## src/rtl/beam_trigger_scaler.sv

```systemverilog
// beam_trigger_scaler: per-beam trigger edge counters over a programmable gate, read out as one AXI4-Stream beat per beam
module beam_trigger_scaler #(
    parameter int NBEAMS      = 2,
    parameter int CNT_BITS    = 24,
    parameter int PERIOD_BITS = 27
) (
    input  logic                   aclk,
    input  logic                   reset_i,
    input  logic [127:0]           trig_tdata,
    input  logic                   trig_tvalid,
    input  logic                   enable_i,
    input  logic [PERIOD_BITS-1:0] period_i,
    input  logic                   overrun_clr_i,
    output logic [31:0]            scal_tdata,
    output logic                   scal_tvalid,
    input  logic                   scal_tready,
    output logic                   scal_tlast,
    output logic                   overrun_o
);
    localparam int IW = NBEAMS > 1 ? $clog2(NBEAMS) : 1;
    localparam logic [CNT_BITS-1:0] CNT_MAX = '1;
    localparam logic [IW-1:0] LAST_IDX = IW'(NBEAMS - 1);

    typedef enum logic {IDLE, SEND} state_t;

    state_t                 state_q, state_d;
    logic [IW-1:0]          idx_q, idx_d;
    logic [PERIOD_BITS-1:0] timer_q;
    logic [NBEAMS-1:0]      cur, prev_q, edge_v;
    logic [CNT_BITS-1:0]    cnt_q   [NBEAMS];
    logic [CNT_BITS-1:0]    cnt_inc [NBEAMS];
    logic [CNT_BITS-1:0]    hold_q  [NBEAMS];
    logic                   gate_end, last, fin_hs, load, ovr_set, overrun_q;
    logic                   unused_lanes;

    // Only payload bits [15:4] of each lane carry beams; the rest is deliberately dropped
    assign unused_lanes = ^trig_tdata;

    genvar g;
    for (g = 0; g < NBEAMS; g++) begin : g_beam
        assign cur[g] = trig_tdata[16*(g/12) + 4 + (g%12)];
    end

    assign gate_end  = enable_i && timer_q >= period_i;
    assign overrun_o = overrun_q;

    // Rising-edge detect on valid beats and saturating increment, terminal-cycle edge included
    always_comb begin
        for (int b = 0; b < NBEAMS; b++) begin
            edge_v[b]  = trig_tvalid & cur[b] & ~prev_q[b];
            cnt_inc[b] = (edge_v[b] && cnt_q[b] != CNT_MAX) ? cnt_q[b] + CNT_BITS'(1) : cnt_q[b];
        end
    end

    // Gate timer, edge history and live counters; everything sits at zero while disabled
    always_ff @(posedge aclk or posedge reset_i) begin
        if (reset_i) begin
            timer_q <= '0;
            prev_q  <= '0;
            for (int b = 0; b < NBEAMS; b++) cnt_q[b] <= '0;
        end else begin
            timer_q <= (!enable_i || gate_end) ? '0 : timer_q + PERIOD_BITS'(1);
            prev_q  <= !enable_i ? '0 : trig_tvalid ? cur : prev_q;
            for (int b = 0; b < NBEAMS; b++) cnt_q[b] <= (!enable_i || gate_end) ? '0 : cnt_inc[b];
        end
    end

    // Readout next state; a gate end is taken only when idle or on the final handshake
    always_comb begin
        state_d     = state_q;
        idx_d       = idx_q;
        last        = idx_q == LAST_IDX;
        fin_hs      = state_q == SEND && scal_tready && last;
        load        = gate_end && (state_q == IDLE || fin_hs);
        ovr_set     = gate_end && !load;
        if (load) begin
            state_d = SEND;
            idx_d   = '0;
        end else if (state_q == SEND && scal_tready) begin
            state_d = last ? IDLE : SEND;
            idx_d   = last ? '0 : idx_q + IW'(1);
        end
        scal_tvalid = state_q == SEND;
        scal_tlast  = scal_tvalid && last;
        scal_tdata  = {8'(idx_q), 24'(hold_q[idx_q])};
    end

    // Readout state, beat index and sticky overrun (set beats clear)
    always_ff @(posedge aclk or posedge reset_i) begin
        if (reset_i) begin
            state_q   <= IDLE;
            idx_q     <= '0;
            overrun_q <= 1'b0;
        end else begin
            state_q   <= state_d;
            idx_q     <= idx_d;
            overrun_q <= ovr_set ? 1'b1 : overrun_clr_i ? 1'b0 : overrun_q;
        end
    end

    // Holding array captures the finished gate only when the readout accepts it
    always_ff @(posedge aclk or posedge reset_i) begin
        if (reset_i) begin
            for (int b = 0; b < NBEAMS; b++) hold_q[b] <= '0;
        end else if (load) begin
            for (int b = 0; b < NBEAMS; b++) hold_q[b] <= cnt_inc[b];
        end
    end
endmodule

```

## config.mk

```make
export PLATFORM = sky130hd
export DESIGN_NAME = beam_trigger_scaler
export DESIGN_NICKNAME = d
export VERILOG_FILES = /design/src/rtl/beam_trigger_scaler.sv
export SDC_FILE = /design/constraint.sdc
export NUM_CORES = 1
export LEC_CHECK = 0
export ABC_AREA = 1
export ABC_CLOCK_PERIOD_IN_PS = 4720
export BUFFER_PORTS_ARGS = -buffer_cell sky130_fd_sc_hd__buf_2
export CORE_UTILIZATION = 55
export CTS_CLUSTER_SIZE = 24
export DETAILED_ROUTE_END_ITERATION = 12
export PLACE_DENSITY = 0.81
export SYNTH_ARGS = -nofsm -noshare
export SYNTH_HDL_FRONTEND = slang
export SYNTH_SLANG_ARGS = --single-unit
export TNS_END_PERCENT = 50
```

## constraint.sdc

```tcl
create_clock -name aclk -period 4.72 [get_ports aclk]
set_clock_uncertainty 0.1 [all_clocks]
set_input_delay 0.236 -clock aclk [delete_from_list [all_inputs] [get_ports aclk]]
set_output_delay 0.236 -clock aclk [all_outputs]
set_load 0.01 [all_outputs]
```

After elaboration in Yosys (flattened, before gate mapping):

Index checks and enable logic that the tools add are counted.

* bits in registers: 128
* output and inout bits: 35
* logic and storage cells: 58

* add/subtract/negate cells: 4
* order comparisons: 2
* equal/unequal tests: 3
* multiplexer cells: 18
* bitwise gates (word level): 8
* reductions and logical operators: 14

Operators by type and width (number)
* $mux W24: 7
* $add A24 B1 Y24 const B: 2
* $ne A24 B24 Y1 const B: 2
* $add A27 B1 Y27 const B: 1
* $ge A27 B27 Y1: 1
* $mux W27: 1
* $logic_and A1 B1 Y1: 8
* $mux W1: 8
* $and A1 B1 Y1: 4
* $mux W2: 2
* $reduce_bool A2 Y1: 2
* $not A1 Y1: 3
* $ge A2 B2 Y1 const B: 1
* $logic_not A1 Y1: 2
* $logic_or A1 B1 Y1: 2
* $ne A2 B2 Y1 const B: 1
* $not A1 Y2: 1
* $add A1 B1 Y1 const B: 1

Depth between registers and ports, before layout:

Gate-level depths: netlist of the first run.

* depth in word-level cells: 7
* gate-level depth with buffers: 15

Worst setup path before layout of the first run:

OpenSTA, ideal clock, no wires.

* path kind: reg2reg
* start: register timer_q[18]
* end: register hold_q[0] (netlist bit)
* library setup time: 117 ps
* arrival time: 1785 ps
* data required time: 4503 ps
* path slack: 2717 ps
* cell stages (with the launch flop): 15
* buffers on the path: 2
* path through: dfrtp_1 -> ha_1 -> nand2_1 -> inv_1 -> nand2_1 -> inv_1 -> nand2_1 -> nor3_1 -> nand2_1 -> nand3_2 -> nand3_1 -> buf_4 -> buf_2 -> nand2_1 -> nand2_1

* cells in the longest elaborated chain, start to end: 3

RTL lines
* start: declaration: RTL line 28 `logic [PERIOD_BITS-1:0] timer_q;`
* start signal: assignment: RTL line 62 `timer_q <= (!enable_i || gate_end) ? '0 : timer_q + PERIOD_BITS'(1);`
* $ge A27 B27 Y1: RTL line 44 `assign gate_end = enable_i && timer_q >= period_i;`
* $logic_and A1 B1 Y1: RTL line 44
* $logic_and A1 B1 Y1: RTL line 74 `load = gate_end && (state_q == IDLE || fin_hs);`
* end: declaration: RTL line 32 `logic [CNT_BITS-1:0] hold_q [NBEAMS];`

No other way between the ends.
A chain may end at the register's enable or synchronous reset.

Worst setup path after layout of the first run:

* start: register cnt_q[24] (netlist bit)
* end: register hold_q[46] (netlist bit)

* cells in the longest elaborated chain, start to end: 3

RTL lines
* start: declaration: RTL line 30 `logic [CNT_BITS-1:0] cnt_q [NBEAMS];`
* branches (longest 2 deep; another with $add A24 B1 Y24)
* $mux W24 *: RTL line 51 `cnt_inc[b] = (edge_v[b] && cnt_q[b] != CNT_MAX) ? cnt_q[b] + CNT_BITS'(1) : cnt_q[b];`

Mark *: on every way between the ends.

==> summary.md, run 1 <==
| Metric | Value |
|---|---|
| CTS max path bufs | 2 |
| Total clock sinks | approximately 130 |
| Largest driver fanout on the critical path | 21 |
| RSZ-0062 raised after global routing | no |
| Placeable Area | 14700 um2 |
| Startpoint class of the critical path | register |
| Portion of the post-synthesis area used by sequential elements | 0.381 |
| Clk Latency, worst-skew pair | 0.43 ns |
| Total of endpoints with negative setup slack in the final report | 0 |
| Clock input transition at the sequential cells of the worst setup and hold paths | 0.06 ns |
| I/O pin cnt | 196 |
| CTS tree | done |
| Pin count of the biggest net entering global routing | 55 |
| Leak Pwr | approximately 0.0049 uW |
| Total via count after detailed routing | between 7000 and 8000 |
| Die Height | 126 um |
| Final critical-path share of the clock period | 0.667 |
| Violated checks | DRC |
| Chip width | ~130 um |
| Type of element capturing the critical path | register |
| Synth Warn # | 0 |
| Antenna Nets Post-Route | 0 |
| Final core occ | 0.644 |
| Detailed-placement wirelength estimate | 14100 um |
| Num CTS Buffers | 17 |
| HP Class | input pin to register |
| Antenna fix cells | 0 |
| Arrival time at the worst endpoint | 3.41 ns |
| Initial DRT Pass Iterations | 9 |
| Highest clock frequency the design can meet | 0.318 GHz |
| Clock root buffer master | clkbuf_16 |
| Peak supply drop | ~260 uV |
| Mapped cell area | around 8400 um2 |
| Number of vias per cell | 5.39 |
| Final Wtd Congestion | 0.948 |
| Max capacitance violation total | 0 |
| Layout area overhead | 12.7% |
| Gate Count Post-Synth | 1237 |
| Count of standard-cell rows | 44 |
| CTS-repair resized insts | 0 |
| Post-synthesis sequential element count | 128 |
| Mean Syn Cell Area | 6.79 um2 |
| Number of antenna violations at the first check in global routing | 0 |
| Number of enable flip-flop cells after synthesis | 0 |
| Final global-route overflow total | 0 |
| Drt first-iter violations | 701 |
| Worst Path Required | between 4 and 5 ns |
| Minimum clock period | roughly 3.1 ns |
| Quantity of I/O buffers inserted on ports | 62 |
| Number of slew-limit violations in the final report | 0 |
| FFs w/ async S/R, synth | 1.00 |
| Leading cell types by count after synthesis | nand2_1, nor2_1, inv_1 |
| Final count of hold timing violations | 0 |
| Yosys top cell area share | 0.381 |
| Synth Flop Type | dfrtp_1 |
| Worst slew slack as a fraction of its limit | 0.261 |
| Effective utilization at floorplan | 0.571 |
| Cell type with the highest aggregate area in the netlist | dfrtp_1 |
| Htree depth | 4 |
| Tot GR Track Use | 0.278 |
| Fill cells | 1306 |
| Area taken by flip-flops and latches | roughly 3200 um2 |
| Area of the multi-input gates | 4370 um2 |
| Library cells used by synthesis | 39 |
| Slew of the pin with the lowest slew margin | 1.11 ns |
| Layout cell share with drive strength beyond 1 | 0.101 |
| Sum of routed wire length over all layers | 20800 um |
| Outcome | finished, violations left |
| Routed wire per std cell | 14.0 um |
| DRC errors left | 5 |
| Library cell with the highest instance count after synthesis | nand2_1 |
| Pwr dens | 324 nW/um2 |
| Global-route wire length before repair | between 30000 and 40000 um |
| Synth top area cells | dfrtp_1, nand2_1, nor2_1, inv_1, nand4_1 |
| Total Nets Final | about 1500 |
| Total negative setup slack | 0 ns |
| Path type of the worst setup path | register to register |
| Number of global-route vias before repair | around 7000 |
| Die outline area | 15800 um2 |
[cells in the final DEF (no fill, tap or decap), drive strengths merged]
cell type,synthesis,layout
nand2,459,459
nor2,149,149
inv,149,149
dfrtp,128,128
buf,34,71
nand4,68,68
nand3,61,61
a21oi,47,47
ha,30,30
xor2,25,25
clkbuf,20,23
nor3,18,18
nor2b,14,14
o21ai,10,10
conb,1,7
xnor2,6,6
dlygate4sd3,0,6
bufinv,0,4
clkinv,2,4
clkinvlp,0,3
a21o,2,2
nand3b,2,2
nor4,2,2
o22ai,2,2
nor3b,2,2
a21boi,2,2
o21a,1,1
and2,1,1
o21bai,1,1
and3,1,1
[what timing repair did]
action | CTS | global route
setup endpoints to repair | 0 | 0
hold buffers | 6 | 0
buffers inserted | 0 | 0
hold endpoints to repair | 48 | 0
[metrics by stage]
stage	area (um2)	std cells	hold WS, ns	power (uW)	setup WS (ns)
after floorplan	8420	1243	0.245	1500	0.971
after global placement	8750	1444	0.250	1610	1.74
after detailed placement	8750	1444	0.252	1620	1.66
after CTS	9460	1482	0.0162	3070	1.63
after global routing	9460	1482	0.0403	3180	1.32
final	9460	1482	0.0260	3060	1.57
[metal layers]
metal  part of all wire  GRT usage  routed length, um
met3              0.056     0.0484               1170
met5                  0          0                  0
met4              0.016     0.0818                329
met1               0.46      0.383               9500
met2               0.47      0.450               9790
[cell type report]
type	count	area share
clock buffer	23	0.0526
clock inverter	9	0.0161
inverter	151	0.0602
multi-input combinational	910	0.462
sequential	128	0.339
tap	184	0.0243
timing repair buffer	77	0.0463
[report_power, final]
group	switching [uW]	leakage, uW	internal [uW]
Clock	495	0.000311	952
Combinational	288	0.00288	128
Sequential	46.6	0.00175	1150
[logic make-up (layout without fill, tap and decap cells)]
| group | after synthesis | count (layout) | synth area share |
|---|---|---|---|
| and+or+nand+nor | 777 | 777 | 0.399 |
| buffers and inverters | 205 | 260 | 0.102 |
| DFF | 128 | 128 | 0.381 |
| AOI/OAI and AO/OA | 65 | 65 | 0.0408 |
| xor gates and xnor gates | 31 | 31 | 0.0323 |
| adders and majority gates | 30 | 30 | 0.0447 |
| other | 1 | 7 | 0.000447 |
[critical path, cell delays in order (launching register included)]
cell     delay, ns
dfrtp_1       0.44
ha_1          0.35
inv_2         0.09
nor2_4        0.18
nand2_1       0.12
nor2_1        0.13
nand2_1       0.46
nand2_2       0.49
inv_2         0.20
a21oi_1       0.30
nand4_1       0.13
nand2_1       0.09
[worst paths after layout]
check | start | end | slack, ns | depth (start not counted)
max | cnt_q[24]$_DFF_PP0_ | hold_q[46]$_DFFE_PP0P_ | 1.57 | 11
min | trig_tvalid | prev_q[0]$_DFFE_PP0P_ | 0.03 | 4
max reg2reg | cnt_q[24]$_DFF_PP0_ | hold_q[46]$_DFFE_PP0P_ | 1.57 | 11
min reg2reg | hold_q[25]$_DFFE_PP0P_ | hold_q[25]$_DFFE_PP0P_ | 0.37 | 2
max in group asynchronous | reset_i | cnt_q[28]$_DFF_PP0_ | 3.11 | 4
min in group asynchronous | reset_i | cnt_q[4]$_DFF_PP0_ | 0.33 | 3
[registers in the layout, indices dropped and copies added (netlist names)]
signal / flops
cnt_q: 48
hold_q: 48
idx_q: 1
overrun_o: 1
prev_q: 2
scal_tvalid: 1
timer_q: 27
Note: power is estimated with default switching activity, not from simulation.
==> run 2, diff against run 1 <==
--- a/config.mk
+++ b/config.mk
@@ -6,12 +6,12 @@
 export NUM_CORES = 1
 export LEC_CHECK = 0
 export ABC_AREA = 1
-export ABC_CLOCK_PERIOD_IN_PS = 4720
+export ABC_CLOCK_PERIOD_IN_PS = 2650
 export BUFFER_PORTS_ARGS = -buffer_cell sky130_fd_sc_hd__buf_2
-export CORE_UTILIZATION = 55
+export CORE_UTILIZATION = 50
 export CTS_CLUSTER_SIZE = 24
 export DETAILED_ROUTE_END_ITERATION = 12
-export PLACE_DENSITY = 0.81
+export PLACE_DENSITY = 0.78
 export SYNTH_ARGS = -nofsm -noshare
 export SYNTH_HDL_FRONTEND = slang
 export SYNTH_SLANG_ARGS = --single-unit
==> constraint.sdc (replaced) <==
create_clock -name aclk -period 2.65 [get_ports aclk]
set_clock_uncertainty 0.1 [all_clocks]
set_input_delay 0.1325 -clock aclk [delete_from_list [all_inputs] [get_ports aclk]]
set_output_delay 0.1325 -clock aclk [all_outputs]
set_load 0.01 [all_outputs]
==> run 2 against run 1 <==
  * The flow now finishes without violations
  * Fmax up 32%
  * Register-to-register slack worse by 1.3 ns
  * Total power up 78%
  * First-iteration DRC count down 7.1%
  * Via count up 1.2%
  * Worst setup slack worse by 1.3 ns
  * Critical path type unchanged
  * Highest routed layer unchanged
==> summary.md, run 2 (synthesis results as in run 1) <==
| Metric | Value |
|---|---|
| Outcome | completed |
| CTS max path bufs | 2 (unchanged) |
| Clock input transition at the sequential cells of the worst setup and hold paths | 0.06 ns (about the same) |
| Sum of routed wire length over all layers | 21400 um (+3.2%) |
| Total via count after detailed routing | 8080 (+1.2%) |
| CTS-repair resized insts | 0 (unchanged) |
| Htree depth | 4 (unchanged) |
| I/O pin cnt | 196 (unchanged) |
| Die Height | 132 um (+4.8%) |
| RSZ-0062 raised after global routing | no |
| Total clock sinks | 128 (unchanged) |
| Antenna fix cells | 0 (unchanged) |
| Highest clock frequency the design can meet | 0.419 GHz (+32%) |
| Minimum clock period | 2.38 ns (-0.764 ns) |
| Num CTS Buffers | 17 (unchanged) |
| Most common cell after layout, fill and taps aside | nand2_1 |
| Area of the multi-input gates | 4360 um2 (-0.11%) |
| Count of standard-cell rows | 47 (+6.8%) |
| Setup slack at placement | 0.321 ns (-1.34 ns) |
| Worst Path Required | 2.86 ns (-2.12 ns) |
| Max capacitance violation total | 0 (unchanged) |
| Worst slew slack as a fraction of its limit | 0.543 (+0.282) |
| R2R Setup Slk | 0.27 ns (-1.31 ns) |
| Arrival time at the worst endpoint | 2.59 ns (-0.82 ns) |
| Total of endpoints with negative setup slack in the final report | 0 (unchanged) |
| CTS tree | done |
| Leak Pwr | 0.00502 uW (+1.6%) |
| Placeable Area | 16500 um2 (+12%) |
| Final Wtd Congestion | 0.937 (-1.1%) |
| Number of antenna violations at the first check in global routing | 0 (unchanged) |
| HP Class | input pin to register |
| Number of global-route vias before repair | 7651 (+7.0%) |
| Die outline area | 17300 um2 (+9.8%) |
| Antenna Nets Post-Route | 0 (unchanged) |
| Fill cells | 1521 (+16%) |
| Layout cell share with drive strength beyond 1 | 0.109 (+0.00799) |
| Startpoint class of the critical path | register |
| Final global-route overflow total | 0 (unchanged) |
| Path type of the worst setup path | register to register |
| Initial DRT Pass Iterations | 5 (-4) |
| Chip width | 132 um (+4.8%) |
| Commonest cells after routing, fill and taps aside | nand2_1, nor2_1, inv_1 |
| Tot GR Track Use | 0.261 (-0.0175) |
| Number of vias per cell | 5.27 (-2.2%) |
| Pwr dens | 566 nW/um2 (+75%) |
| Final count of hold timing violations | 0 (unchanged) |
| Clk Latency, worst-skew pair | 0.43 ns (about the same) |
| Largest registers | cnt_q (48), hold_q (48), timer_q (27) |
| Layout area overhead | 14.9% |
| Type of element capturing the critical path | register |
| Area taken by flip-flops and latches | 3200 um2 (unchanged) |
| Global-route wire length before repair | 36400 um (+4.5%) |
| Peak supply drop | 523 uV (+98%) |
| Clock root buffer master | clkbuf_16 |
| Minimum hold slack | 0.115 ns (+0.0894 ns) |
| DRC errors left | 0 (-5) |
| Total Nets Final | 1491 (+1.0%) |
| Final WS setup | 0.266 ns (-1.31 ns) |
| Drt first-iter violations | 651 (-7.1%) |
| Final core occ | 0.586 (-0.0574) |
| Final critical-path share of the clock period | 0.900 (+0.233) |
| Slew of the pin with the lowest slew margin | 0.684 ns (-0.422 ns) |
| Pin count of the biggest net entering global routing | 53 (-3.6%) |
| Largest driver fanout on the critical path | 31 (+48%) |
| Detailed-placement wirelength estimate | 15100 um (+6.6%) |
| Number of buffers added for setup after CTS | 0 (unchanged) |
| Total negative setup slack | 0 ns (unchanged) |
| Effective utilization at floorplan | 0.510 (-0.0613) |
| Number of slew-limit violations in the final report | 0 (unchanged) |
| Quantity of I/O buffers inserted on ports | 62 (unchanged) |
| Routed wire per std cell | 14.0 um (-0.28%) |
run 2: worst paths after layout:
kind	startpoint	endpoint	cells after the start
worst max-delay path	timer_q[6]$_DFF_PP0_	hold_q[13]$_DFFE_PP0P_	11
worst min-delay path	enable_i	hold_q[34]$_DFFE_PP0P_	3
worst max register to register	timer_q[6]$_DFF_PP0_	hold_q[13]$_DFFE_PP0P_	11
worst min register to register	hold_q[26]$_DFFE_PP0P_	hold_q[26]$_DFFE_PP0P_	2
max in group asynchronous	reset_i	cnt_q[38]$_DFF_PP0_	4
min in group asynchronous	reset_i	timer_q[3]$_DFF_PP0_	3
run 2: critical path, stage by stage, from the launching register on:
cell and delay, ns:
dfrtp_1 0.45, ha_1 0.34, nand2_1 0.08, nor3_1 0.29, nand2_1 0.09, nor2_1 0.11, nor2_1 0.07, nand3_2 0.17
nand3_1 0.12, buf_4 0.27, nand2_1 0.11, nand2_1 0.06
run 2: repair_timing:
action | in CTS | in global routing
endpoints found under the hold margin | 28 | 0
setup endpoints to repair | 0 | 0
hold buffers | 9 | 0
run 2: stage by stage:
step                      std cells  total power, uW  instance area (um2)
after floorplan                1243             2670                 8420
after global placement         1492             2890                 8920
after detailed placement       1492             2910                 8920
after CTS                      1533             5490                 9650
after global routing           1533             5670                 9650
final                          1533             5470                 9650
run 2: routing by layer:
metal  GRT usage  routed length, um
met3      0.0370               1400
met5           0                  0
met2       0.422              10000
met4       0.104                548
met1       0.352               9490
run 2: layout make-up:
type,instances,share of cell area
repair buffers,92,0.0617
flip-flops and latches,128,0.332
well taps,220,0.0285
clock inverters,14,0.0211
inverters,151,0.0591
clock buffers,18,0.0455
multi-input cells,910,0.452
run 2: where the power goes:
group / leakage (uW) / internal (uW) / switching, uW
logic: 0.00296 / 250 / 499
clock network: 0.000309 / 1620 / 948
registers: 0.00175 / 2050 / 100
